===== config.mk =====
export PLATFORM = sky130hd
export DESIGN_NAME = fetch_controller
export DESIGN_NICKNAME = d
export VERILOG_FILES = /design/src/rtl/core_pkg.sv /design/src/rtl/fetch_timeout_counter.sv /design/src/rtl/fetch_controller.sv
export SDC_FILE = /design/constraint.sdc
export NUM_CORES = 1
export LEC_CHECK = 0
export CORE_MARGIN = 1
export CORE_UTILIZATION = 42
export CTS_BUF_LIST = sky130_fd_sc_hd__clkbuf_4 sky130_fd_sc_hd__clkbuf_8 sky130_fd_sc_hd__clkbuf_16
export DETAILED_ROUTE_END_ITERATION = 10
export HOLD_SLACK_MARGIN = 0.02
export PLACE_DENSITY = 0.83
export SKIP_CTS_REPAIR_TIMING = 1
export SLEW_MARGIN = 20
export SYNTH_ARGS = -nofsm -noshare
export SYNTH_HDL_FRONTEND = slang
export SYNTH_HIERARCHICAL = 1
export SYNTH_SLANG_ARGS = --single-unit

===== constraint.sdc =====
create_clock -name clk -period 3.9 [get_ports clk]
set_input_delay 0.78 -clock clk [delete_from_list [all_inputs] [get_ports clk]]
set_output_delay 0.78 -clock clk [all_outputs]
set_load 0.01 [all_outputs]

===== src/rtl/core_pkg.sv =====
// core_pkg: shared core constants, fetch state encoding and counter sizing helper
package core_pkg;
  localparam int XLEN = 32;
  localparam logic [XLEN-1:0] RESET_PC = '0;
  typedef logic [2:0] fetch_state_t;
  localparam fetch_state_t START  = 3'd0;
  localparam fetch_state_t REQ    = 3'd1;
  localparam fetch_state_t HOLD   = 3'd2;
  localparam fetch_state_t SETTLE = 3'd3;
  localparam fetch_state_t HALTED = 3'd4;
  function automatic int cnt_width(input int max);
    return max > 0 ? $clog2(max + 1) : 1;
  endfunction
endpackage


===== src/rtl/fetch_timeout_counter.sv =====
// fetch_timeout_counter: saturating wait counter whose done flags the increment that reaches MAX (MAX=0 never fires)
module fetch_timeout_counter import core_pkg::*; #(
  parameter int MAX = 255,
  localparam int W = cnt_width(MAX)
) (
  input  logic clk,
  input  logic Reset,
  input  logic clr,
  input  logic en,
  output logic done
);
  logic [W-1:0] count;
  assign done = MAX != 0 && en && count == W'(MAX - 1);
  // count enabled wait cycles, holding at MAX; clear wins over enable
  always_ff @(posedge clk) begin
    if (Reset || clr) count <= '0;
    else if (en && count != W'(MAX)) count <= count + 1'b1;
  end
endmodule


===== src/rtl/fetch_controller.sv =====
// fetch_controller: sequences PC increment/load and the imem handshake, holding each fetched word for decode
module fetch_controller import core_pkg::*; #(
  parameter int XLEN = core_pkg::XLEN,
  parameter int TIMEOUT_CYCLES = 255,
  parameter int CNT_WIDTH = 32
) (
  input  logic                 clk,
  input  logic                 Reset,
  input  logic [XLEN-1:0]      pc_value,
  output logic                 pc_inc,
  output logic                 pc_load,
  output logic [XLEN-1:0]      pc_load_value,
  output logic                 imem_req,
  output logic [XLEN-1:0]      imem_addr,
  input  logic                 imem_ready,
  input  logic [31:0]          imem_rdata,
  output logic                 instr_valid,
  output logic [31:0]          instr,
  output logic [XLEN-1:0]      instr_pc,
  input  logic                 instr_ready,
  input  logic                 redirect_valid,
  input  logic [XLEN-1:0]      redirect_target,
  input  logic                 halt,
  output logic                 halted,
  output logic                 fetch_fault,
  output logic [CNT_WIDTH-1:0] fetch_count
);
  fetch_state_t state, state_nxt;
  logic redir, stop, take, tmo_done, tmo;
  assign redir = redirect_valid && state != HALTED;
  assign stop = !redir && halt && state != HALTED;
  assign take = state == REQ && imem_ready && !redir && !halt;
  assign tmo = tmo_done && !redir && !halt;
  assign pc_inc = !Reset && take;
  assign pc_load = !Reset && redir;
  assign pc_load_value = pc_load ? redirect_target : '0;
  assign imem_req = !Reset && state == REQ;
  assign imem_addr = pc_value;
  assign instr_valid = state == HOLD;
  assign halted = state == HALTED;
  fetch_timeout_counter #(.MAX(TIMEOUT_CYCLES)) u_tmo (
    .clk(clk),
    .Reset(Reset),
    .clr(state != REQ || imem_ready || redir),
    .en(state == REQ && !imem_ready),
    .done(tmo_done)
  );
  // redirect beats halt beats the normal sequence; the PC strobes move the PC on this same edge
  always_comb begin
    state_nxt = redir ? SETTLE :
                stop ? HALTED :
                (state == START || state == SETTLE) ? REQ :
                take ? HOLD :
                tmo ? HALTED :
                (state == HOLD && instr_ready) ? REQ : state;
  end
  // state, held instruction, sticky fault and accepted-instruction count
  always_ff @(posedge clk) begin
    if (Reset) begin
      state <= START;
      instr <= '0;
      instr_pc <= '0;
      fetch_fault <= 1'b0;
      fetch_count <= '0;
    end else begin
      state <= state_nxt;
      if (take) begin
        instr <= imem_rdata;
        instr_pc <= pc_value;
      end
      if (tmo) fetch_fault <= 1'b1;
      if (state == HOLD && instr_ready) fetch_count <= fetch_count + 1'b1;
    end
  end
endmodule


# Word level (Yosys, flattened, before mapping)
# Cells that the tools add are included.
# totals
regBits	108
input_bits	102
output_inout_bits	166
wordCells	51
# classes
addsub	2
eq_ne	8
muxes	7
n_reduce_logical	27
# op_table
op	n
$add A32 B1 Y32 const B	1
$mux W32	1
$logic_and A1 B1 Y1	15
$mux W3	5
$add A8 B1 Y8 const B	1
$eq A8 B8 Y1 const B	1
$ne A8 B8 Y1 const B	1
$eq A3 B2 Y1 const B	2
$reduce_bool A6 Y1	1
$reduce_bool A5 Y1	1
$logic_not A1 Y1	4
$logic_or A1 B1 Y1	4
$eq A3 B1 Y1 const B	1
$eq A3 B3 Y1 const B	1
$logic_not A3 Y1	1
$ne A3 B1 Y1 const B	1
$ne A3 B3 Y1 const B	1
$mux W2	1
$reduce_or A2 Y1	1

# Depth between registers and ports, before layout
# Gate-level depths: netlist (run 1).
# depth
ltp_word	10
depth_mapped	7

# Cells and area by module
# The synthesis (run 1) kept the hierarchy.
# modules_own_cells
module	instances	cells_per_inst	area_each_um2	seq_area_each_um2
fetch_controller	1	575	4513.1	2001.9
fetch_timeout_counter	1	51	459.2	160.2

# Worst setup path after synthesis (run 1)
# No wires, ideal clock.
# synth_timing
path_type	in2out
from	input redirect_valid
to	output pc_load_value[22]
arrival_ns	1.836
required_ns	3.120
slack_ns	1.284
path_stages	5
n_path_buf	2
cell_sequence	clkbuf_1 > nand2_1 > nor2_1 > clkbuf_1 > and2_1
# synth_between
elab_chain_cells	3
# synth_rtl
element	line	source
start: declaration	fetch_controller.sv:21	input logic redirect_valid,
$logic_and A1 B1 Y1	fetch_controller.sv:30	assign redir = redirect_valid && state != HALTED;
$logic_and A1 B1 Y1	fetch_controller.sv:35	assign pc_load = !Reset && redir;
net pc_load	fetch_controller.sv:11	output logic pc_load,
$mux W32	fetch_controller.sv:36	assign pc_load_value = pc_load ? redirect_target : '0;
end: declaration	fetch_controller.sv:12	output logic [XLEN-1:0] pc_load_value,
# The timed path passes the listed nets, and every way through them passes these cells.

# Worst setup path in the final report (run 1)
# layout_timing
from	input redirect_valid
to	output pc_load_value[17]
# layout_between
elab_chain_cells	3
# layout_rtl
element	line
$logic_and A1 B1 Y1	fetch_controller.sv:30
$logic_and A1 B1 Y1	fetch_controller.sv:35
$mux W32	fetch_controller.sv:36
# No other way between the ends.

==> results.yml, run 1 <==
clock_network:
  cts.htree.levels: 3
  cts_tree: "done"
  cts.reportedPaths.clkPinSlew_ns: 0.07
  clk_latency_ns: 0.34
  cts_num_sinks: 108
  cts_max_path_buffers: 2
  cts_buffers: 9
  cts_root_buf: "sky130_fd_sc_hd__clkbuf_16"
grt:
  vias_in_the_first_global_route: 4849
  grt_pass1_wl_mm: 23.4
  grt_start_max_net_pins: 65
  gr-usage-all-layers_pct: 23.2
  antenna_found_initial: 0
  globalRoute.totalOverflow: 0
final_layout:
  layout.area.seq_um2: 2160
  fillers: 908
  antenna_cells: 0
  drive_gt1_share_pct: 4.62
  nets: 944
  layout-area-overhead-vs-synth_pct: 57.5
  area_of_the_multi_input_gates_um2: 2380
  layout_common_cells: "sky130_fd_sc_hd__clkdlybuf4s50_1 (266), sky130_fd_sc_hd__nand2_1 (147), sky130_fd_sc_hd__dfxtp_1 (108)"
  leading_cell_type_in_the_layout_fill_and_taps_excluded: "sky130_fd_sc_hd__clkdlybuf4s50_1"
logic_synthesis:
  synth.mux.area_fraction_pct: 1.03
  post_synth_xor_area_fraction_pct: 1.23
  dominant_combinational_cell_family_by_area_after_synthesis: "simple AND/OR/NAND/NOR gates"
  yosysSeqAreaShare_pct: 43.5
  synth_seq_cells: 108
  synth-async-reset-ratio_pct: 0
  yosys_warnings: 6
  yosysUniqueCellTypes: 51
  synth_instances: 626
  syn_nets: 731
  mappedNetlistArea_um2: 4970
  synth_ff_type: "sky130_fd_sc_hd__dfxtp_1"
  yosys.area_share.simple_pct: 28.4
  count_of_flip_flops_with_a_built_in_enable_after_synthesis: 0
  compound_cell_area_share_of_the_yosys_netlist_pct: 16.1
  post_synth_fa_ha_maj_area_fraction_pct: 0.755
  post_synth.cell_area_avg_um2: 7.94
routing:
  drt-wirelength-per-cell_um: 15.0
  detail_route.wirelength_mm: 14.8
  drt-vias-per-instance: 5.18
  remaining_drc_errors: 0
  dr.first_iter.drc_count: 306
  total_vias_in_the_final_route: 5114
  antenna_viol_nets_final: 0
  firstDrtPassIters: 5
placement:
  placement.io_buffers: 267
  gp_congestion: 0.819
  dpl_worst_slack_ns: 0.429
  hpwlAfterDp_mm: 11.0
floorplan:
  design.core.area_um2: 11500
  die_area_um2: 12300
  rows: 39
  initial_utilization_pct: 43.4
  dieWidth_um: 111
  die_h_um: 111
  design.portCount: 268
power:
  power_density_nw_per_um2: 314
  clkPwrFrac_pct: 40.8
  power_switching_w: 0.000564
  p_int_w: 0.00189
  power.share.combinational_pct: 13.1
  sequentialPowerShare_pct: 46.1
  leakagePower_nw: 2.61
  worst_ir_drop_on_vdd_mv: 0.271
  total_power_w: 0.00246
  swShare_pct: 23.0
critical_path:
  slowest_delay_ns: 0.64
  critPathRequiredTime_ns: 3.12
  timing.critical_path.slowest_stage_cell: "sky130_fd_sc_hd__clkdlybuf4s50_1"
  critical_path_class: "primary input to output pin"
  timing.critical_path.cells: "clkdlybuf4s50_1 -> nand2_1 -> nor2_1 -> buf_4 -> and2_1 -> clkdlybuf4s50_1"
  cp-end-kind: "output pin"
  critical_path_arrival_ns: 2.75
  path_common_cell: "sky130_fd_sc_hd__clkdlybuf4s50_1"
  cp-start-kind: "primary input"
  cp_max_fo: 33
sta:
  finalSetupTns_ns: 0
  setup_repair_after_global_routing_missed_its_margin: "no"
  worst_pin_slew_ns: 0.683
  slew-limit-headroom_pct: 54.2
  slew_viol_final: 0
  period_minus_slack_ns: 3.53
  final.setup.worst_slack_ns: 0.375
  setup_viol: 0
  report.final.hold_viol_count: 0
  skew_ns: 0.0105
  final.period_utilization_pct: 90.4
  achievable-frequency_mhz: 284
status:
  status: "completed"
flow_run:
  max_cap_violations: 0
min_path:
  min_path_type: "flop to flop"
layout make-up:
class / instances / area share (%)
clock buffer: 9 / 2.87
clock inverter: 7 / 1.45
inverter: 9 / 0.431
multi-input combinational: 436 / 30.3
sequential: 108 / 27.6
tap: 143 / 2.28
timing repair buffer: 275 / 35.0
critical path: cells and delay by family:
kind / cells / cell delay, ns
buffers and inverters: 3 / 1.45
AND/OR/NAND/NOR: 3 / 0.50
cell families after synthesis:
logic type	Yosys count
simple gates	283
compound gates	138
xor+xnor	7
mux	5
buf+inv	82
fa+ha+maj	3
flops	108
routing by layer:
layer / global-route usage (%) / vias to the layer above / routed length, um
met5: 0 / - / 0
met4: 7.29 / 0 / 295
met3: 6.67 / 25 / 1160
met2: 41.5 / 192 / 7370
met1: 26.5 / 2359 / 5940
li1: - / 2538 / -
cells in the mapped netlist (all sizes together), types with 5 or more instances:
master,instances,area (um2)
inv,9,33.8
and4,6,57.6
nand2,147,552
or3,11,68.8
a21oi,92,460
clkbuf,32,120
nand3,12,70.1
o21ai,12,60.1
or4,15,113
o31ai,15,113
nor2,19,71.3
buf,41,292
nand4,12,81.3
dfxtp,108,2160
and2,36,225
xor2,5,43.8
sequential cells by signal (all words and copies together) (netlist names):
register / cells
fetch_count: 32
fetch_fault: 1
instr: 32
instr_pc: 32
state: 3
u_tmo/count: 8
worst paths after layout:
check | from | endpoint | cells after the start | slack [ns]
max | redirect_valid | pc_load_value[17] | 6 | 0.37
max reg2reg | state[0] | state[0] | 7 | 1.13
min reg2reg | instr_pc[23] | instr_pc[23] | 2 | 0.45
min | instr_pc[23] | instr_pc[23] | 2 | 0.45
power by group through the flow:
stage	Clock, W	Sequential [W]	Combinational [W]
final	0.00100	0.00113	0.000323
after global routing	0.00107	0.00113	0.000343
after CTS	0.00103	0.00113	0.000323
after detailed placement	0	0.00116	0.000321
after global placement	0	0.00116	0.000318
after floorplan	0	0.00115	0.000131
stage by stage:
| step | hold WS (ns) | util, % | cell area (um2) | cells |
|---|---|---|---|---|
| 3_5_place_dp | 0.446 | 65.4 | 7490 | 971 |
| 4_1_cts | 0.456 | 68.3 | 7830 | 987 |
| 6_report | 0.454 | 68.3 | 7830 | 987 |
| 3_3_place_gp | 0.441 | 65.4 | 7490 | 971 |
| 2_1_floorplan | 0.479 | - | 4970 | 626 |
| 5_1_grt | 0.472 | 68.3 | 7830 | 987 |
Note: power is estimated with default switching activity, not from simulation.
==> run 2: changes to the inputs <==
--- a/config.mk
+++ b/config.mk
@@ -15,5 +15,4 @@
 export SLEW_MARGIN = 20
 export SYNTH_ARGS = -nofsm -noshare
 export SYNTH_HDL_FRONTEND = slang
-export SYNTH_HIERARCHICAL = 1
 export SYNTH_SLANG_ARGS = --single-unit
==> results.yml, run 2 <==
routing:
  drt-vias-per-instance: 5.30
  detail_route.wirelength_mm: 14.3
  drt-wirelength-per-cell_um: 14.7
  remaining_drc_errors: 0
  total_vias_in_the_final_route: 5128
  antenna_viol_nets_final: 0
  dr.first_iter.drc_count: 275
  firstDrtPassIters: 5
logic_synthesis:
  synth_seq_cells: 108
  count_of_flip_flops_with_a_built_in_enable_after_synthesis: 0
  synth_ff_type: "sky130_fd_sc_hd__dfxtp_1"
  syn_nets: 712
  post_synth.cell_area_avg_um2: 8.12
  yosysSeqAreaShare_pct: 43.9
  synth-async-reset-ratio_pct: 0
  synth_top_area_share_pct: 43.9
  synthTopCellsByArea: "sky130_fd_sc_hd__dfxtp_1 (44%), sky130_fd_sc_hd__nand2_1 (11%), sky130_fd_sc_hd__a21oi_1 (9.2%), sky130_fd_sc_hd__buf_4 (5.8%), sky130_fd_sc_hd__and2_1 (4.6%)"
  yosys_warnings: 0
  synthDominantAreaCellType: "sky130_fd_sc_hd__dfxtp_1"
  ys_top_cells_by_count: "sky130_fd_sc_hd__nand2_1 (143), sky130_fd_sc_hd__dfxtp_1 (108), sky130_fd_sc_hd__a21oi_1 (91)"
  yosys.cell_count.top_type: "sky130_fd_sc_hd__nand2_1"
  synth_instances: 607
  mappedNetlistArea_um2: 4930
  yosysUniqueCellTypes: 50
sta:
  slew_viol_final: 0
  skew_ns: 0.00615
  period_minus_slack_ns: 3.40
  final.period_utilization_pct: 87.2
  setup_repair_after_global_routing_missed_its_margin: "no"
  final.setup.worst_slack_ns: 0.499
  achievable-frequency_mhz: 294
  report.final.hold_viol_count: 0
  worst_pin_slew_ns: 0.657
  finalSetupTns_ns: 0
  slew-limit-headroom_pct: 56.2
  final.hold.worst_slack_ns: 0.455
  setup_viol: 0
grt:
  antenna_found_initial: 0
  globalRoute.totalOverflow: 0
  grt_start_max_net_pins: 66
  grt_pass1_wl_mm: 21.0
  gr-usage-all-layers_pct: 21.9
  vias_in_the_first_global_route: 4580
final_layout:
  drive_gt1_share_pct: 4.61
  post_route_standard_cell_area_excluding_fillers_um2: 7690
  layout_common_cells: "sky130_fd_sc_hd__clkdlybuf4s50_1 (266), sky130_fd_sc_hd__nand2_1 (143), sky130_fd_sc_hd__dfxtp_1 (108)"
  layout.core_utilization_pct: 67.3
  layout-area-overhead-vs-synth_pct: 56.1
  antenna_cells: 0
  nets: 925
  leading_cell_type_in_the_layout_fill_and_taps_excluded: "sky130_fd_sc_hd__clkdlybuf4s50_1"
  fillers: 894
  top_flop_regs: "fetch_count: 32 flops, instr: 32 flops, instr_pc: 32 flops"
status:
  status: "completed"
critical_path:
  path_common_cell: "sky130_fd_sc_hd__clkdlybuf4s50_1"
  timing.critical_path.cells: "clkdlybuf4s50_1 -> inv_1 -> nor3_2 -> buf_4 -> and2_1 -> clkdlybuf4s50_1"
  critPathRequiredTime_ns: 3.12
  timing.critical_path.slowest_stage_cell: "sky130_fd_sc_hd__clkdlybuf4s50_1"
  cp_max_fo: 33
  critical_path_buffers_and_inverters: 4
  critical_path_arrival_ns: 2.62
  crit_family: "buffers and inverters"
  cp-start-kind: "primary input"
  reg2regPathDepth: 4
  slowest_delay_ns: 0.56
  cp.depth: 6
  critical_path_class: "primary input to output pin"
  cp-end-kind: "output pin"
placement:
  post_dp_cell_area_um2: 7400
  placement.io_buffers: 267
  dpl_worst_slack_ns: 0.492
  hpwlAfterDp_mm: 10.7
  gp_congestion: 0.818
floorplan:
  die_h_um: 110
  design.portCount: 268
  dieWidth_um: 110
  rows: 39
  design.core.area_um2: 11400
  die_area_um2: 12200
  initial_utilization_pct: 43.2
clock_network:
  cts_root_buf: "sky130_fd_sc_hd__clkbuf_16"
  cts_buffers: 9
  cts_max_path_buffers: 2
  cts.htree.levels: 3
  cts_num_sinks: 108
  cts_tree: "done"
  cts.reportedPaths.clkPinSlew_ns: 0.07
  clk_latency_ns: 0.34
flow_run:
  max_cap_violations: 0
power:
  leakagePower_nw: 2.59
  worst_ir_drop_on_vdd_mv: 0.201
  power_density_nw_per_um2: 297
min_path:
  min_path_type: "flop to flop"
  timing.hold.worst_path_depth: 2
## run 2: cell count changes after synthesis, sizes merged, moves of 3 or more
| cell | previous run | this run |
|---|---|---|
| clkbuf | 32 | 20 |
| buf | 41 | 50 |
| o41ai | 0 | 5 |
| nand2 | 147 | 143 |
| nand4 | 12 | 16 |
| mux2i | 4 | 1 |
| nand3 | 12 | 9 |
| nor3 | 4 | 1 |
| nor4b | 0 | 3 |
| o31ai | 15 | 12 |
| or3 | 11 | 8 |
| or4b | 1 | 4 |
## run 2: metal layers
layer / GRT usage [%] / wire length, um / up-vias
li1: - / - / 2501
met1: 24.2 / 5560 / 2370
met2: 40.9 / 7370 / 232
met3: 3.76 / 1080 / 25
met4: 9.12 / 256 / 0
met5: 0 / 0 / -
## run 2: power breakdown
part	internal (W)	total, W	leakage [nW]	switching (W)
clock	0.000444	0.000860	0.137	0.000417
combinational	0.000184	0.000295	1.58	0.000111
sequential	0.00111	0.00113	0.872	0.0000108
total	0.00174	0.00228	2.59	0.000538
## run 2: worst paths after layout
kind                                      from          endpoint  slack [ns]
worst max-delay path            redirect_valid  pc_load_value[0]        0.50
worst min register to register    instr_pc[12]      instr_pc[12]        0.46
worst min-delay path              instr_pc[12]      instr_pc[12]        0.46
worst max register to register        state[1]   fetch_count[22]        1.67
## run 2: cell type report
cell class | count | area (um2) | area share [%]
repair buffers | 272 | 2720 | 35.4
multi-input cells | 418 | 2300 | 29.9
flip-flops and latches | 108 | 2160 | 28.1
clock buffers | 9 | 225 | 2.93
well taps | 143 | 179 | 2.33
clock inverters | 7 | 60.1 | 0.781
inverters | 11 | 41.3 | 0.537
## run 2: cell families after synthesis
family                     count (synthesis)  synth area share, %
AOI/OAI and AO/OA                        131                 15.2
buffers and inverters                     81                 9.50
adders and majority gates                  3                0.762
muxes                                      3                0.660
xor gates and xnor gates                   9                 1.60
DFF                                      108                 43.9
and+or+nand+nor                          272                 28.4
## run 2: tightest hold or removal path: stages (launching register included)
cell                      delay (ns)
sky130_fd_sc_hd__dfxtp_1        0.31
sky130_fd_sc_hd__nand2_1        0.05
sky130_fd_sc_hd__a21oi_1        0.05
## run 2: through the flow
step,power (W),instances
finish,0.00228,968
global route,0.00238,968
CTS,0.00230,968
detailed placement,0.00145,952
global placement,0.00144,952
floorplan,0.00126,607
==> run 3: changes to the inputs <==
--- a/config.mk
+++ b/config.mk
@@ -10,7 +10,7 @@
 export CTS_BUF_LIST = sky130_fd_sc_hd__clkbuf_4 sky130_fd_sc_hd__clkbuf_8 sky130_fd_sc_hd__clkbuf_16
 export DETAILED_ROUTE_END_ITERATION = 10
 export HOLD_SLACK_MARGIN = 0.02
-export PLACE_DENSITY = 0.83
+export PLACE_DENSITY = 0.91
 export SKIP_CTS_REPAIR_TIMING = 1
 export SLEW_MARGIN = 20
 export SYNTH_ARGS = -nofsm -noshare
==> results.yml, run 3 (synthesis gave the netlist of run 2 again) <==
critical_path:
  critical_path_class: "primary input to output pin"
  worst_setup_path_startpoint: "redirect_valid"
  critical_path_arrival_ns: 2.67
  critPathRequiredTime_ns: 3.12
  critical_path.reg2reg.startpoint: "state[2]"
  cp-start-kind: "primary input"
  cp_max_fo: 33
  cp-end-kind: "output pin"
placement:
  hpwlAfterDp_mm: 10.6
  post_dp_cell_area_um2: 7430
  placement.io_buffers: 267
  place.detailed.instances: 957
  gp_congestion: 0.857
power:
  leakagePower_nw: 2.61
  power_density_nw_per_um2: 294
  worst_ir_drop_on_vdd_mv: 0.182
  total_power_w: 0.00227
grt:
  grt_pass1_wl_mm: 21.0
  globalRoute.totalOverflow: 0
  grt_start_max_net_pins: 66
  gr-usage-all-layers_pct: 22.0
  antenna_found_initial: 0
  vias_in_the_first_global_route: 4590
status:
  status: "completed"
floorplan:
  initial_utilization_pct: 43.2
  dieWidth_um: 110
  die_h_um: 110
  design.core.area_um2: 11400
  rows: 39
  design.portCount: 268
  die_area_um2: 12200
final_layout:
  final-instance-count-excl-fill: 973
  layout.core_utilization_pct: 67.5
  top_flop_regs: "fetch_count: 32 flops, instr: 32 flops, instr_pc: 32 flops"
  layout_common_cells: "sky130_fd_sc_hd__clkdlybuf4s50_1 (266), sky130_fd_sc_hd__nand2_1 (143), sky130_fd_sc_hd__dfxtp_1 (108)"
  leading_cell_type_in_the_layout_fill_and_taps_excluded: "sky130_fd_sc_hd__clkdlybuf4s50_1"
  antenna_cells: 0
  fillers: 922
  drive_gt1_share_pct: 5.18
  post_route_standard_cell_area_excluding_fillers_um2: 7700
  layout-area-overhead-vs-synth_pct: 56.3
  nets: 930
sta:
  slew_viol_final: 0
  achievable-frequency_mhz: 290
  slew-limit-headroom_pct: 54.8
  finalSetupTns_ns: 0
  report.final.hold_viol_count: 0
  worst_pin_slew_ns: 0.677
  period_minus_slack_ns: 3.45
  setup_viol: 0
  final.period_utilization_pct: 88.4
  setup_repair_after_global_routing_missed_its_margin: "no"
  skew_ns: 0.00589
clock_network:
  cts_max_path_buffers: 2
  clk_latency_ns: 0.34
  cts.reportedPaths.clkPinSlew_ns: 0.07
  cts_tree: "done"
  cts.htree.levels: 3
  cts_buffers: 9
  cts_num_sinks: 108
  cts_root_buf: "sky130_fd_sc_hd__clkbuf_16"
min_path:
  holdCritStartpoint: "instr[12]"
  min_path_type: "flop to flop"
routing:
  remaining_drc_errors: 0
  total_vias_in_the_final_route: 5010
  dr.first_iter.drc_count: 351
  detail_route.wirelength_mm: 14.2
  drt-wirelength-per-cell_um: 14.6
  antenna_viol_nets_final: 0
  firstDrtPassIters: 4
  drt-vias-per-instance: 5.15
flow_run:
  max_cap_violations: 0
## run 3: cell count changes in the layout (fill, tap and decap cells not counted), sizes merged
cell and change:
buf +5, inv -2, clkbuf +1, clkinv +1
## run 3: layout make-up
cell class,count,area (um2),share of cell area (%)
Clock buffer,10,233,3.02
Tap cell,143,179,2.32
Timing Repair Buffer,277,2750,35.6
Clock inverter,6,40.0,0.520
Multi-Input combinational cell,418,2300,29.9
Inverter,11,41.3,0.536
Sequential cell,108,2160,28.1
## run 3: worst paths after layout
| check | endpoint | slack (ns) | cells past startpoint |
|---|---|---|---|
| worst max-delay path | pc_load_value[8] | 0.45 | 6 |
| worst min-delay path | instr[12] | 0.45 | 2 |
| worst max register to register | instr[14] | 1.56 | 6 |
| worst min register to register | instr[12] | 0.45 | 2 |
## run 3: worst max-delay path: stages
cell,delay [ns]
sky130_fd_sc_hd__clkdlybuf4s50_1,0.58
sky130_fd_sc_hd__inv_1,0.15
sky130_fd_sc_hd__nor3_2,0.19
sky130_fd_sc_hd__buf_4,0.26
sky130_fd_sc_hd__and2_1,0.17
sky130_fd_sc_hd__clkdlybuf4s50_1,0.54
## run 3: layer usage
| metal | track usage [%] | up-vias | share of wire [%] |
|---|---|---|---|
| met4 | 7.05 | 0 | 1.3 |
| li1 | - | 2494 | - |
| met2 | 40.0 | 214 | 52 |
| met5 | 0 | - | 0 |
| met3 | 4.64 | 14 | 7.4 |
| met1 | 25.4 | 2288 | 39 |
## run 3: stage by stage
step	worst slack, ns	hold WS, ns
after detailed placement	0.433	0.445
after global routing	0.331	0.473
after global placement	0.549	0.433
after floorplan	1.32	0.466
final	0.454	0.453
after CTS	0.429	0.456
## run 3: power by group
part	total [W]	switching, W	internal [W]	leakage, nW
Combinational	0.000297	0.000111	0.000185	1.60
Sequential	0.00113	0.0000104	0.00111	0.872
Clock	0.000845	0.000404	0.000441	0.136
Total	0.00227	0.000526	0.00174	2.61
